[config.mk]
export PLATFORM = sky130hd
export DESIGN_NAME = ws2812_edge_sync
export DESIGN_NICKNAME = d
export VERILOG_FILES = /design/src/rtl/ws2812_edge_sync.sv
export SDC_FILE = /design/constraint.sdc
export NUM_CORES = 1
export LEC_CHECK = 0
export ABC_AREA = 1
export CORE_AREA = 2 2 65 67
export CTS_BUF_LIST = sky130_fd_sc_hd__clkbuf_2 sky130_fd_sc_hd__clkbuf_4 sky130_fd_sc_hd__clkbuf_8
export DETAILED_ROUTE_END_ITERATION = 12
export DIE_AREA = 0 0 67 69
export PLACE_DENSITY = 0.86
export SLEW_MARGIN = 20
export SYNTH_ARGS = -nofsm -noshare
export SYNTH_HDL_FRONTEND = slang
export SYNTH_SLANG_ARGS = --single-unit
[constraint.sdc]
create_clock -name i_clk -period 1.7 [get_ports i_clk]
set_input_delay 0.255 -clock i_clk [delete_from_list [all_inputs] [get_ports i_clk]]
set_output_delay 0.255 -clock i_clk [all_outputs]
set_load 0.01 [all_outputs]
[src/rtl/ws2812_edge_sync.sv]
// WS2812 input front end: synchronizes and deglitches the raw serial line, reports
// accepted edges, measures high/low times and decodes bits once a frame gap has been seen.
module ws2812_edge_sync #(
   parameter int SYNC_STAGES       = 2,
   parameter int FILTER_CYCLES     = 3,
   parameter int BIT_THRESH_CYCLES = 30,
   parameter int RESET_CYCLES      = 2500,
   parameter int CNT_WIDTH         = 12
) (
   input  logic i_clk,
   input  logic i_reset,
   input  logic i_din,
   output logic o_level,
   output logic o_rising,
   output logic o_falling,
   output logic o_bit_valid,
   output logic o_bit_value,
   output logic o_frame_reset
);

   localparam int FW = (FILTER_CYCLES < 2) ? 1 : $clog2(FILTER_CYCLES);
   // The toggle is taken while the counter shows FILTER_CYCLES-1 so the level lands
   // exactly SYNC_STAGES+FILTER_CYCLES cycles after the raw edge.
   localparam logic [FW-1:0]        FILT_LAST = FW'(FILTER_CYCLES - 1);
   localparam logic [CNT_WIDTH-1:0] CNT_ONE   = CNT_WIDTH'(1);
   localparam logic [CNT_WIDTH-1:0] CNT_MAX   = {CNT_WIDTH{1'b1}};
   localparam logic [CNT_WIDTH-1:0] LOW_SAT   = CNT_WIDTH'(RESET_CYCLES);
   localparam logic [CNT_WIDTH-1:0] BIT_THR   = CNT_WIDTH'(BIT_THRESH_CYCLES);

   typedef enum logic [1:0] {
      WAIT_GAP   = 2'd0,
      ARMED_LOW  = 2'd1,
      ARMED_HIGH = 2'd2
   } state_t;

   logic [SYNC_STAGES-1:0] sync_q, sync_d;
   logic [FW-1:0]          filt_q, filt_d;
   logic                   level_q, level_d;
   logic                   rising_q, rising_d;
   logic                   falling_q, falling_d;
   logic [CNT_WIDTH-1:0]   high_q, high_d;
   logic [CNT_WIDTH-1:0]   low_q, low_d;
   state_t                 state_q, state_d;
   logic                   bit_valid_q, bit_valid_d;
   logic                   bit_value_q, bit_value_d;
   logic                   frame_q, frame_d;
   logic                   rise_ev, fall_ev;

   // Synchronizer shift and stability filter producing the accepted level.
   always_comb begin
      sync_d  = {sync_q[SYNC_STAGES-2:0], i_din};
      level_d = level_q;
      filt_d  = {FW{1'b0}};
      if (sync_q[SYNC_STAGES-1] != level_q) begin
         if (filt_q == FILT_LAST) begin
            level_d = ~level_q;
         end else begin
            filt_d = filt_q + FW'(1);
         end
      end else begin
         filt_d = {FW{1'b0}};
      end
      rise_ev   = level_d & ~level_q;
      fall_ev   = ~level_d & level_q;
      rising_d  = rise_ev;
      falling_d = fall_ev;
   end

   // High/low time counters and the single-shot frame-gap detector.
   always_comb begin
      high_d = high_q;
      low_d  = low_q;
      if (rise_ev) begin
         high_d = CNT_ONE;
      end else if (level_d && (high_q != CNT_MAX)) begin
         high_d = high_q + CNT_ONE;
      end else begin
         high_d = high_q;
      end
      if (fall_ev) begin
         low_d = CNT_ONE;
      end else if (!level_d && (low_q != LOW_SAT)) begin
         low_d = low_q + CNT_ONE;
      end else begin
         low_d = low_q;
      end
      frame_d = (low_d == LOW_SAT) && (low_q != LOW_SAT);
   end

   // Arming FSM and bit decode; high_q still holds the full high time on the fall event.
   always_comb begin
      state_d     = state_q;
      bit_valid_d = 1'b0;
      bit_value_d = 1'b0;
      if (frame_d) begin
         state_d = ARMED_LOW;
      end else begin
         case (state_q)
            WAIT_GAP: begin
               state_d = WAIT_GAP;
            end
            ARMED_LOW: begin
               if (rise_ev) begin
                  state_d = ARMED_HIGH;
               end else begin
                  state_d = ARMED_LOW;
               end
            end
            ARMED_HIGH: begin
               if (fall_ev) begin
                  state_d     = ARMED_LOW;
                  bit_valid_d = 1'b1;
                  bit_value_d = (high_q >= BIT_THR) || (high_q == CNT_MAX);
               end else begin
                  state_d = ARMED_HIGH;
               end
            end
            default: begin
               state_d = WAIT_GAP;
            end
         endcase
      end
   end

   // State and output registers.
   always_ff @(posedge i_clk or posedge i_reset) begin
      if (i_reset) begin
         sync_q      <= {SYNC_STAGES{1'b0}};
         filt_q      <= {FW{1'b0}};
         level_q     <= 1'b0;
         rising_q    <= 1'b0;
         falling_q   <= 1'b0;
         high_q      <= {CNT_WIDTH{1'b0}};
         low_q       <= {CNT_WIDTH{1'b0}};
         state_q     <= WAIT_GAP;
         bit_valid_q <= 1'b0;
         bit_value_q <= 1'b0;
         frame_q     <= 1'b0;
      end else begin
         sync_q      <= sync_d;
         filt_q      <= filt_d;
         level_q     <= level_d;
         rising_q    <= rising_d;
         falling_q   <= falling_d;
         high_q      <= high_d;
         low_q       <= low_d;
         state_q     <= state_d;
         bit_valid_q <= bit_valid_d;
         bit_value_q <= bit_value_d;
         frame_q     <= frame_d;
      end
   end

   assign o_level       = level_q;
   assign o_rising      = rising_q;
   assign o_falling     = falling_q;
   assign o_bit_valid   = bit_valid_q;
   assign o_bit_value   = bit_value_q;
   assign o_frame_reset = frame_q;

endmodule

==> flow_metrics.env, run 1 <==
export IMPL_start_kind="flip-flop"
export IMPL_grt_pass1_wl_um=8790
export IMPL_synthCells=294
export IMPL_yosys_top_cells_area="dfrtp_1, nand2_1, inv_1"
export IMPL_port_buffers=8
export IMPL_crit_arrival_ps=2040
export IMPL_synth_compound_area_frac=0.05062
export IMPL_dr_pass1_iters=5
export IMPL_synthesis_area_mm2=0.002126
export IMPL_fp_dieH_um=69
export IMPL_reg2reg_depth=13
export IMPL_io_pins=9
export IMPL_cts_buffers=5
export IMPL_fin_crit_ps=1798
export IMPL_drv_cap=0
export IMPL_synth_seq_area_share=0.4238
export IMPL_num_rows=23
export IMPL_globalRouteTotalUtil=0.2471
export IMPL_synthTopCellsByCount="nand2_1, inv_1, dfrtp_1"
export IMPL_leakagePower_nw=1.362
export IMPL_tightest_slew_ps=462.3
export IMPL_cp_required_ps=1940
export IMPL_finalSetupViolCount=3
export IMPL_slew_viol_final=0
export IMPL_ir_drop_mv=0.9024
export IMPL_grt_start_max_net_pins=37
export IMPL_rsz0062_at_grt="yes"
export IMPL_synth_xor_area_frac=0.02472
export IMPL_syn_nets=303
export IMPL_vias_per_cell=5.576
export IMPL_power_w=0.004244
export IMPL_diodes=0
export IMPL_synth_adder_area_share=0.03531
export IMPL_grt_pass1_vias=2065
export IMPL_async_flop_share=1.000
export IMPL_r2r_start="low_q[0]"
export IMPL_hpwl_um=3500
export IMPL_status="finished, violations left"
export IMPL_crit_start="low_q[0]"
export IMPL_violations="negative setup slack"
export IMPL_clkTransAtPathRegs_ps=80
export IMPL_fin_util=0.6941
export IMPL_cts_sinks=36
export IMPL_synth_cell_types=27
export IMPL_yosysTopAreaCellShare=0.4238
export IMPL_max_slew_margin=0.6918
export IMPL_wl_per_cell_um=15.44
export IMPL_cts_tree="done"
export IMPL_via_count=2141
export IMPL_clk_latency_ps=300
export IMPL_syn_to_final_growth_pct=27.78
export IMPL_synth_simple_area_share=0.3484
export IMPL_ys_ff_latch=36
export IMPL_synth_warnings=0
export IMPL_fin_setup_tns_ps=-284.3
export IMPL_internal_power_w=0.002309
export IMPL_rrSetupSlack_ps=-100
export IMPL_p_seq_frac=0.288
export IMPL_grt_overflow=0
export IMPL_drt_iter0_drc=253
export IMPL_yosysMostFrequentCell="nand2_1"
export IMPL_core_area_mm2=0.003914
export IMPL_period_share=1.058
export IMPL_ys_flop_type="dfrtp_1"
export IMPL_fmax_ghz=0.5561
export IMPL_synth_edf_count=0
export IMPL_crit_end="state_q[0]"
export IMPL_power_switching_w=0.001935
export IMPL_drive_above_1_share=0.2515
export IMPL_power_density_mw_per_mm2=1562
export IMPL_synth_avg_cell_area_um2=7.231
export IMPL_clock_path_buffers=2
export IMPL_combPwrFrac=0.558
export IMPL_final_nets=342
export IMPL_hold_class="reg -> reg"
export IMPL_start_util=0.5432
export IMPL_critPathKind="reg -> reg"
export IMPL_switching_share=0.4559
export IMPL_finClkSkew_ps=11.03
export IMPL_cts_htree_levels=2
export IMPL_cts_root_buf="clkbuf_8"
export IMPL_drtAntennaViolNets=0
export IMPL_worstSetupEndpointType="flip-flop"
export IMPL_die_area_mm2=0.004623
export IMPL_reg2reg_to="state_q[0]"
export IMPL_crit_fanout=4
export IMPL_hold_violations=0
export IMPL_clkPwrFrac=0.154
export IMPL_muxShareOfSynthArea=0
export IMPL_antenna_found_initial=0
export IMPL_yosysTopAreaCell="dfrtp_1"
export IMPL_totalWireLength_um=5930
export IMPL_synth_top_family_by_area="simple AND/OR/NAND/NOR gates"
export IMPL_die_w_um=67
export IMPL_setup_ws_ps=-98.14
export IMPL_drc=0
export IMPL_gp_congestion=0.8764
==> metal layers <==
metal / wire length, um / GRT usage / part of all wire / vias up
met2: 3101 / 0.4257 / 0.52 / 95
li1: - / - / - / 1009
met1: 2248 / 0.2863 / 0.38 / 1010
met3: 321 / 0.05546 / 0.054 / 27
met5: 0 / 0 / 0 / -
met4: 258 / 0.1066 / 0.044 / 0
==> worst max-delay path: stages, from the launching register on <==
cell,delay [ps]
dfrtp_1,420
inv_2,100
ha_4,130
nand2_2,40
nor2_2,90
nand3_2,120
buf_4,180
nand2_1,70
nand2_1,80
nand3_2,110
nand3_1,110
nor2_2,160
nand2_1,70
nand2_1,70
==> sequential cells by signal, summed over array words and instances, names as in the netlist <==
| register | count |
|---|---|
| high_q | 12 |
| low_q | 12 |
| filt_q | 2 |
| state_q | 2 |
| sync_q | 2 |
| o_bit_valid | 1 |
| o_bit_value | 1 |
| o_falling | 1 |
| o_frame_reset | 1 |
| o_level | 1 |
| o_rising | 1 |
==> worst min-delay path by stage <==
stage	startpoint	end	slack (ps)	depth (start not counted)
floorplan	i_din	sync_q[0]	290	0
global placement	sync_q[0]	sync_q[1]	340	0
detailed placement	sync_q[0]	sync_q[1]	340	0
CTS	sync_q[0]	sync_q[1]	350	0
global route	sync_q[0]	sync_q[1]	360	0
finish	sync_q[0]	sync_q[1]	350	0
==> power by group through the flow <==
stage | clock network, W | registers, W | logic, W
after floorplan | 0 | 0.00120 | 0.00117
after global placement | 0 | 0.00121 | 0.00164
after detailed placement | 0 | 0.00122 | 0.00171
after CTS | 0.000658 | 0.00121 | 0.00187
after global routing | 0.000697 | 0.00124 | 0.00256
final | 0.000653 | 0.00122 | 0.00237
==> stage by stage <==
stage	area, um^2	hold slack, ps	instances	setup WS [ps]
after detailed placement	2385	336.3	366	-96.07
after global routing	2716	356.7	384	-260.1
final	2716	353.8	384	-98.14
after floorplan	2126	286.4	294	80.51
after global placement	2385	335.2	366	21.10
after CTS	2544	352.4	376	-19.60
==> layout make-up <==
class | instances | area [um^2]
clock inverter | 2 | 10.01
sequential | 36 | 900.9
fill | 294 | 1197
tap | 50 | 62.56
timing repair buffer | 39 | 332.8
multi-input combinational | 199 | 1132
inverter | 52 | 195.2
clock buffer | 6 | 82.58
==> cells by family (layout without fill, tap and decap cells) <==
logic type      count (synthesis)  after routing
simple gates                  166            166
compound gates                 21             21
xor+xnor                        6              6
fa+ha+maj                       6              6
flops                          36             36
buf+inv                        59             99
==> placed cells by master (no fill, tap or decap), types with 3 or more instances in the layout <==
cell type	n
o21ai_0	9
nand3_2	8
buf_6	4
inv_1	46
a21oi_1	6
nand2_2	9
nand2_1	60
buf_4	23
xor2_1	4
nor3_1	7
nor2_1	24
nor2_2	9
clkdlybuf4s50_1	8
inv_2	6
dfrtp_1	36
nor2_4	5
ha_1	4
clkbuf_8	6
nand4_1	11
buf_2	3
nand3_1	26
==> timing repair <==
item | CTS | global route
endpoints found under the hold margin | 0 | 0
buffers inserted | 1 | 6
gates resized for setup | 16 | 33
cloned | 1 | 2
hold buffers | 0 | 0
endpoints found under the setup margin | 3 | 16
pin swaps | 10 | 17
Power figures use the tool's default switching activity.
==> run 2: changes to the inputs <==
--- a/config.mk
+++ b/config.mk
@@ -11,7 +11,6 @@
 export DETAILED_ROUTE_END_ITERATION = 12
 export DIE_AREA = 0 0 67 69
 export PLACE_DENSITY = 0.86
-export SLEW_MARGIN = 20
 export SYNTH_ARGS = -nofsm -noshare
 export SYNTH_HDL_FRONTEND = slang
 export SYNTH_SLANG_ARGS = --single-unit
==> results of run 2 <==
No change in the layout: final DEF, timing and power equal those of run 1.
==> run 3: changes to the inputs <==
--- a/config.mk
+++ b/config.mk
@@ -14,3 +14,4 @@
 export SYNTH_ARGS = -nofsm -noshare
 export SYNTH_HDL_FRONTEND = slang
 export SYNTH_SLANG_ARGS = --single-unit
+export TNS_END_PERCENT = 30
==> results of run 3 <==
No change in the layout: final DEF, timing and power equal those of run 1.
